File: src/rtl/mac_array_pkg.sv
// Shared encodings and configuration-word layout for the MAC array tile.
package mac_array_pkg;

  typedef enum logic [1:0] {
    ModeIdle = 2'b00,
    ModeMul  = 2'b01,
    ModeMac  = 2'b10,
    ModeRsvd = 2'b11
  } mode_e;

  // INIT sits at the bottom of a lane word; the other fields are offsets above ACC_WIDTH.
  localparam int unsigned INIT_LSB   = 0;
  localparam int unsigned MODE_LSB   = 0;
  localparam int unsigned SGN_BIT    = 2;
  localparam int unsigned SAT_BIT    = 3;
  localparam int unsigned CTRL_BITS  = 4;

  function automatic int unsigned lane_conf_w(input int unsigned acc_width);
    return acc_width + CTRL_BITS;
  endfunction

endpackage

File: src/rtl/mac_array_lane.sv
// One MAC lane: registered product, accumulator with optional saturation, sticky overflow.
module mac_array_lane
  import mac_array_pkg::*;
#(
  parameter int unsigned IN_WIDTH  = 8,
  parameter int unsigned ACC_WIDTH = 32
) (
  input  logic                           clk,
  input  logic                           rst,
  input  logic                           en,
  input  logic                           cset,
  input  logic                           v1,
  input  logic                           acc_clr,
  input  logic [IN_WIDTH-1:0]            a,
  input  logic [IN_WIDTH-1:0]            b,
  input  logic [ACC_WIDTH+CTRL_BITS-1:0] conf,
  input  logic [ACC_WIDTH-1:0]           new_init,
  output logic [ACC_WIDTH-1:0]           acc,
  output logic                           overflow
);

  localparam int unsigned PW = 2 * IN_WIDTH;

  logic [ACC_WIDTH-1:0] init;
  mode_e                mode;
  logic                 sgn, sat;

  assign init = conf[INIT_LSB +: ACC_WIDTH];
  assign mode = mode_e'(conf[ACC_WIDTH+MODE_LSB +: 2]);
  assign sgn  = conf[ACC_WIDTH+SGN_BIT];
  assign sat  = conf[ACC_WIDTH+SAT_BIT];

  logic [PW-1:0] a_x, b_x, p_d, p_q;
  logic          clr1_q;

  assign a_x = {{IN_WIDTH{sgn & a[IN_WIDTH-1]}}, a};
  assign b_x = {{IN_WIDTH{sgn & b[IN_WIDTH-1]}}, b};
  assign p_d = a_x * b_x;

  always_ff @(posedge clk or negedge rst) begin
    if (!rst) begin
      p_q    <= '0;
      clr1_q <= 1'b0;
    end else if (en) begin
      p_q    <= p_d;
      clr1_q <= acc_clr;
    end
  end

  logic [ACC_WIDTH-1:0] p_ext, base, mac_res, acc_d, acc_q;
  logic [ACC_WIDTH:0]   sum;
  logic                 ovf_s, ovf_u, mac_ovf, ovf_d, ovf_q;

  always_comb begin
    p_ext          = {ACC_WIDTH{sgn & p_q[PW-1]}};
    p_ext[PW-1:0]  = p_q;
  end

  assign base    = clr1_q ? init : acc_q;
  assign sum     = {1'b0, base} + {1'b0, p_ext};
  assign ovf_s   = (base[ACC_WIDTH-1] == p_ext[ACC_WIDTH-1]) &&
                   (sum[ACC_WIDTH-1] != base[ACC_WIDTH-1]);
  assign ovf_u   = sum[ACC_WIDTH];
  assign mac_ovf = sgn ? ovf_s : ovf_u;

  always_comb begin
    mac_res = sum[ACC_WIDTH-1:0];
    if (mac_ovf && sat) begin
      if (!sgn)                    mac_res = '1;
      else if (base[ACC_WIDTH-1])  mac_res = {1'b1, {(ACC_WIDTH-1){1'b0}}};
      else                         mac_res = {1'b0, {(ACC_WIDTH-1){1'b1}}};
    end
  end

  always_comb begin
    acc_d = acc_q;
    ovf_d = ovf_q;
    if (cset) begin
      acc_d = new_init;
      ovf_d = 1'b0;
    end else if (en && v1) begin
      if (clr1_q) ovf_d = 1'b0;
      case (mode)
        ModeMul: acc_d = p_ext;
        ModeMac: begin
          acc_d = mac_res;
          ovf_d = ovf_d | mac_ovf;
        end
        default: ;
      endcase
    end
  end

  always_ff @(posedge clk or negedge rst) begin
    if (!rst) begin
      acc_q <= '0;
      ovf_q <= 1'b0;
    end else begin
      acc_q <= acc_d;
      ovf_q <= ovf_d;
    end
  end

  assign acc      = acc_q;
  assign overflow = ovf_q;

endmodule

File: src/rtl/mac_array_tile.sv
// NUM_LANES-wide MAC tile with a serial shadow/active configuration chain.
module mac_array_tile
  import mac_array_pkg::*;
#(
  parameter int unsigned NUM_LANES = 4,
  parameter int unsigned IN_WIDTH  = 8,
  parameter int unsigned ACC_WIDTH = 32
) (
  input  logic                           clk,
  input  logic                           rst,
  input  logic                           en,
  input  logic                           cen,
  input  logic                           cset,
  input  logic                           shift_in,
  output logic                           shift_out,
  output logic                           cset_out,
  input  logic                           in_valid,
  input  logic [NUM_LANES*IN_WIDTH-1:0]  a,
  input  logic [NUM_LANES*IN_WIDTH-1:0]  b,
  input  logic [NUM_LANES-1:0]           acc_clr,
  output logic [NUM_LANES*ACC_WIDTH-1:0] out,
  output logic                           out_valid,
  output logic [NUM_LANES-1:0]           overflow
);

  localparam int unsigned LANE_CONF_W = lane_conf_w(ACC_WIDTH);
  localparam int unsigned CONF_W      = NUM_LANES * LANE_CONF_W;

  logic [CONF_W-1:0] shadow_q, active_q;
  logic              v1_q, out_valid_q, cset_out_q;

  always_ff @(posedge clk or negedge rst) begin
    if (!rst) begin
      shadow_q    <= '0;
      active_q    <= '0;
      v1_q        <= 1'b0;
      out_valid_q <= 1'b0;
      cset_out_q  <= 1'b0;
    end else begin
      if (cen)  shadow_q <= {shadow_q[CONF_W-2:0], shift_in};
      if (cset) active_q <= shadow_q;
      cset_out_q <= cset;
      // A config latch flushes whatever is in flight.
      if (cset) begin
        v1_q        <= 1'b0;
        out_valid_q <= 1'b0;
      end else begin
        out_valid_q <= v1_q & en;
        if (en) v1_q <= in_valid;
      end
    end
  end

  assign shift_out = shadow_q[CONF_W-1];
  assign cset_out  = cset_out_q;
  assign out_valid = out_valid_q;

  for (genvar i = 0; i < NUM_LANES; i++) begin : g_lane
    mac_array_lane #(
      .IN_WIDTH (IN_WIDTH),
      .ACC_WIDTH(ACC_WIDTH)
    ) u_lane (
      .clk     (clk),
      .rst     (rst),
      .en      (en),
      .cset    (cset),
      .v1      (v1_q),
      .acc_clr (acc_clr[i]),
      .a       (a[i*IN_WIDTH +: IN_WIDTH]),
      .b       (b[i*IN_WIDTH +: IN_WIDTH]),
      .conf    (active_q[i*LANE_CONF_W +: LANE_CONF_W]),
      .new_init(shadow_q[i*LANE_CONF_W+INIT_LSB +: ACC_WIDTH]),
      .acc     (out[i*ACC_WIDTH +: ACC_WIDTH]),
      .overflow(overflow[i])
    );
  end

endmodule

File: config.mk
export PLATFORM = sky130hd
export DESIGN_NAME = mac_array_tile
export DESIGN_NICKNAME = d
export VERILOG_FILES = /design/src/rtl/mac_array_pkg.sv /design/src/rtl/mac_array_lane.sv /design/src/rtl/mac_array_tile.sv
export SDC_FILE = /design/constraint.sdc
export NUM_CORES = 2
export LEC_CHECK = 0
export ABC_AREA = 1
export CAP_MARGIN = 25
export CELL_PAD_IN_SITES_DETAIL_PLACEMENT = 1
export CELL_PAD_IN_SITES_GLOBAL_PLACEMENT = 2
export CORE_MARGIN = 3
export CORE_UTILIZATION = 35
export DETAILED_ROUTE_END_ITERATION = 10
export PLACE_DENSITY_LB_ADDON = 0.25
export SYNTH_ARGS = -nofsm -noshare
export SYNTH_HDL_FRONTEND = slang
export SYNTH_SLANG_ARGS = --single-unit
File: constraint.sdc
create_clock -name clk -period 7.33 [get_ports clk]
set_clock_uncertainty 0.05 [all_clocks]
set_input_delay 1.466 -clock clk [delete_from_list [all_inputs] [get_ports clk]]
set_output_delay 1.466 -clock clk [all_outputs]
set_load 0.01 [all_outputs]
==> results.sh <==
export IMPL_status="completed"
export IMPL_syn_avg_cell_area_um2=7.39
export IMPL_cts_resized_gates=0
export IMPL_hold_path_class="flip-flop to flip-flop"
export IMPL_die_y_um=347
export IMPL_ys_ff_latch=491
export IMPL_io_buffers=209
export IMPL_synth_fa_ha_area_frac=0.206
export IMPL_hold_viol_final=0
export IMPL_path_class="primary input to flip-flop"
export IMPL_post_cts_setup_buffer_count=0
export IMPL_start_util=0.355
export IMPL_numClockSinks=491
export IMPL_pre_cts_ws_ps=333
export IMPL_startpoint_type="primary input"
export IMPL_post_dp_hpwl_um=96100
export IMPL_netlist_area_mm2=0.0407
export IMPL_cts_htree_levels=2
export IMPL_antenna_left=0
export IMPL_gp_congestion=0.886
export IMPL_synth_yosys_seq_area_share=0.302
export IMPL_async_flop_share=1.00
export IMPL_clock_latency_ps=670
export IMPL_grt_max_degree=172
export IMPL_p_leak_uw=0.0239
export IMPL_root_buffer="clkbuf_16"
export IMPL_finalWorstSetupSlack_ps=1050
export IMPL_gr_total_overflow=0
export IMPL_relSlewSlack=0.343
export IMPL_grt_pass1_vias=37705
export IMPL_die_x_um=347
export IMPL_worst_pin_slew_ps=985
export IMPL_grt_usage=0.212
export IMPL_cts_buffers=59
export IMPL_worstPathArrival_ps=6760
export IMPL_synth_edff_count=0
export IMPL_io_pins=210
export IMPL_netlist_top_cells_area="dfrtp_1 30%, nand2_1 14%, fa_1 13%"
export IMPL_synth_xor_area_share=0.0338
export IMPL_yosysUniqueCellTypes=49
export IMPL_grt_pass1_wl_um=208000
export IMPL_slew_violations=0
export IMPL_vias=35019
export IMPL_synth_top_family_by_area="simple AND/OR/NAND/NOR gates"
export IMPL_synth_area_leader_cell="dfrtp_1"
export IMPL_use_met2=0.356
export IMPL_critical_path_max_fanout=8
export IMPL_rsz0062_at_grt="false"
export IMPL_nets=6183
export IMPL_wl_per_cell_um=17.6
export IMPL_clk_pin_slew_ps=70
export IMPL_antenna_found_initial=3
export IMPL_totalWireLength_um=126000
export IMPL_maxCapViolCount=0
export IMPL_yosysWarnings=0
export IMPL_power_density_mw_per_mm2=325
export IMPL_grtUsageMet3=0.0331
export IMPL_cts_tree="yes"
export IMPL_die_area_mm2=0.120
export IMPL_netlist_area_leader_share=0.302
export IMPL_synth_nets=6096
export IMPL_required_ps=7810
export IMPL_fmax_ghz=0.159
export IMPL_drt_initial_drc_count=1585
export IMPL_synth_compound_area_frac=0.124
export IMPL_final_common_cell="nand2_1"
export IMPL_muxShareOfSynthArea=0.000277
export IMPL_drc=0
export IMPL_syn2layout_area_growth_pct=13.9
export IMPL_fillers=14247
export IMPL_cts_buffer_depth=3
export IMPL_top_usage_layer="met2"
export IMPL_synthCells=5505
export IMPL_finalSetupViolations=0
export IMPL_layout_common_cells="1491 x nand2_1, 881 x inv_1, 491 x dfrtp_1, 472 x o21ai_0, 363 x nor2_1"
export IMPL_cts_hold_buf=0
export IMPL_synthSimpleGateAreaFrac=0.226
export IMPL_fp_coreArea_mm2=0.115
export IMPL_ir_drop_v=0.000181
export IMPL_vias_per_cell=4.90
export IMPL_fin_crit_sh=0.857
export IMPL_drive_gt1_frac=0.0468
export IMPL_grt_use_met1=0.292
export IMPL_finalSetupTns_ps=0
export IMPL_firstDrtPassIters=5
export IMPL_period_needed_ps=6280
export IMPL_end_kind="flip-flop"
export IMPL_ys_flop_type="dfrtp_1"
export IMPL_rows=124
-- per-layer routing --
metal  up-vias  routed length [um]
met5         -                   0
met4         0                2170
met3       106                5060
met2       391               58500
met1     17179               60300
li1      17343                   -
-- report_power, final --
group | internal, uW | total [uW] | switching (uW)
Sequential | 3260 | 3730 | 478
Combinational | 3180 | 8190 | 5010
Clock | 1870 | 3130 | 1260
-- path summary, 6_finish.rpt --
path                         startpoint  cells past startpoint  slack [ps]                  endpoint
max                               b[16]                     21        1050  g_lane[2].u_lane.p_q[13]
min                        shadow_q[33]                      2         430              active_q[33]
max reg2reg                active_q[70]                     24        1660  g_lane[1].u_lane.p_q[15]
min reg2reg                shadow_q[33]                      2         430              active_q[33]
max in group asynchronous           rst                      2        5060              shadow_q[12]
min in group asynchronous           rst                      1         750                  cset_out
-- critical path: stages --
cell	delay (ps)
clkdlybuf4s50_1	730
nand2_1	130
nor2_1	200
inv_1	120
fa_1	490
inv_1	50
fa_1	480
fa_1	500
fa_1	490
inv_1	60
fa_1	500
inv_1	40
ha_1	330
inv_1	90
o31ai_1	310
nand3_1	110
nand2_1	120
a21oi_1	70
o21ai_0	200
xor2_1	160
o21ai_0	80
-- cells in the mapped netlist (53+ instances only) --
cell / n
a21oi_1: 316
clkbuf_1: 201
dfrtp_1: 491
fa_1: 256
ha_1: 260
inv_1: 881
nand2_1: 1491
nand3_1: 311
nor2_1: 367
o21ai_0: 472
xnor2_1: 53
xor2_1: 104
-- registers in the layout (all words and copies together), names as in the netlist --
register                cells
active_q                  144
cset_out                    1
g_lane.u_lane.p_q          64
g_lane.u_lane.acc         128
out_valid                   1
g_lane.u_lane.clr1_q        4
shadow_q                  144
g_lane.u_lane.overflow      4
v1_q                        1
-- cell families after synthesis --
group,Yosys count
fa+ha+maj,516
flops,491
xor+xnor,157
mux,1
compound gates,934
buf+inv,1145
simple gates,2261
-- final cells by class --
cell class                 count  area, um^2  area share
multi-input combinational   3869       24100       0.519
clock inverter                19         265     0.00572
timing repair buffer         267        2680      0.0579
inverter                     904        3390      0.0732
sequential                   491       12300       0.265
clock buffer                  86        1770      0.0382
antenna                        2        5.00    0.000108
tap                         1512        1890      0.0408
-- per-stage QoR --
stage / instance area, um^2 / instances / utilization / power, uW / hold slack [ps]
2_1_floorplan: 40700 / 5505 / - / 9540 / 403
3_3_place_gp: 44200 / 7037 / 0.385 / 11900 / 413
3_5_place_dp: 44200 / 7039 / 0.385 / 12000 / 424
4_1_cts: 46300 / 7144 / 0.403 / 15300 / 435
5_1_grt: 46400 / 7148 / 0.404 / 16700 / 465
6_report: 46400 / 7150 / 0.404 / 15100 / 431
No activity file was read; power rests on OpenSTA's default activity.
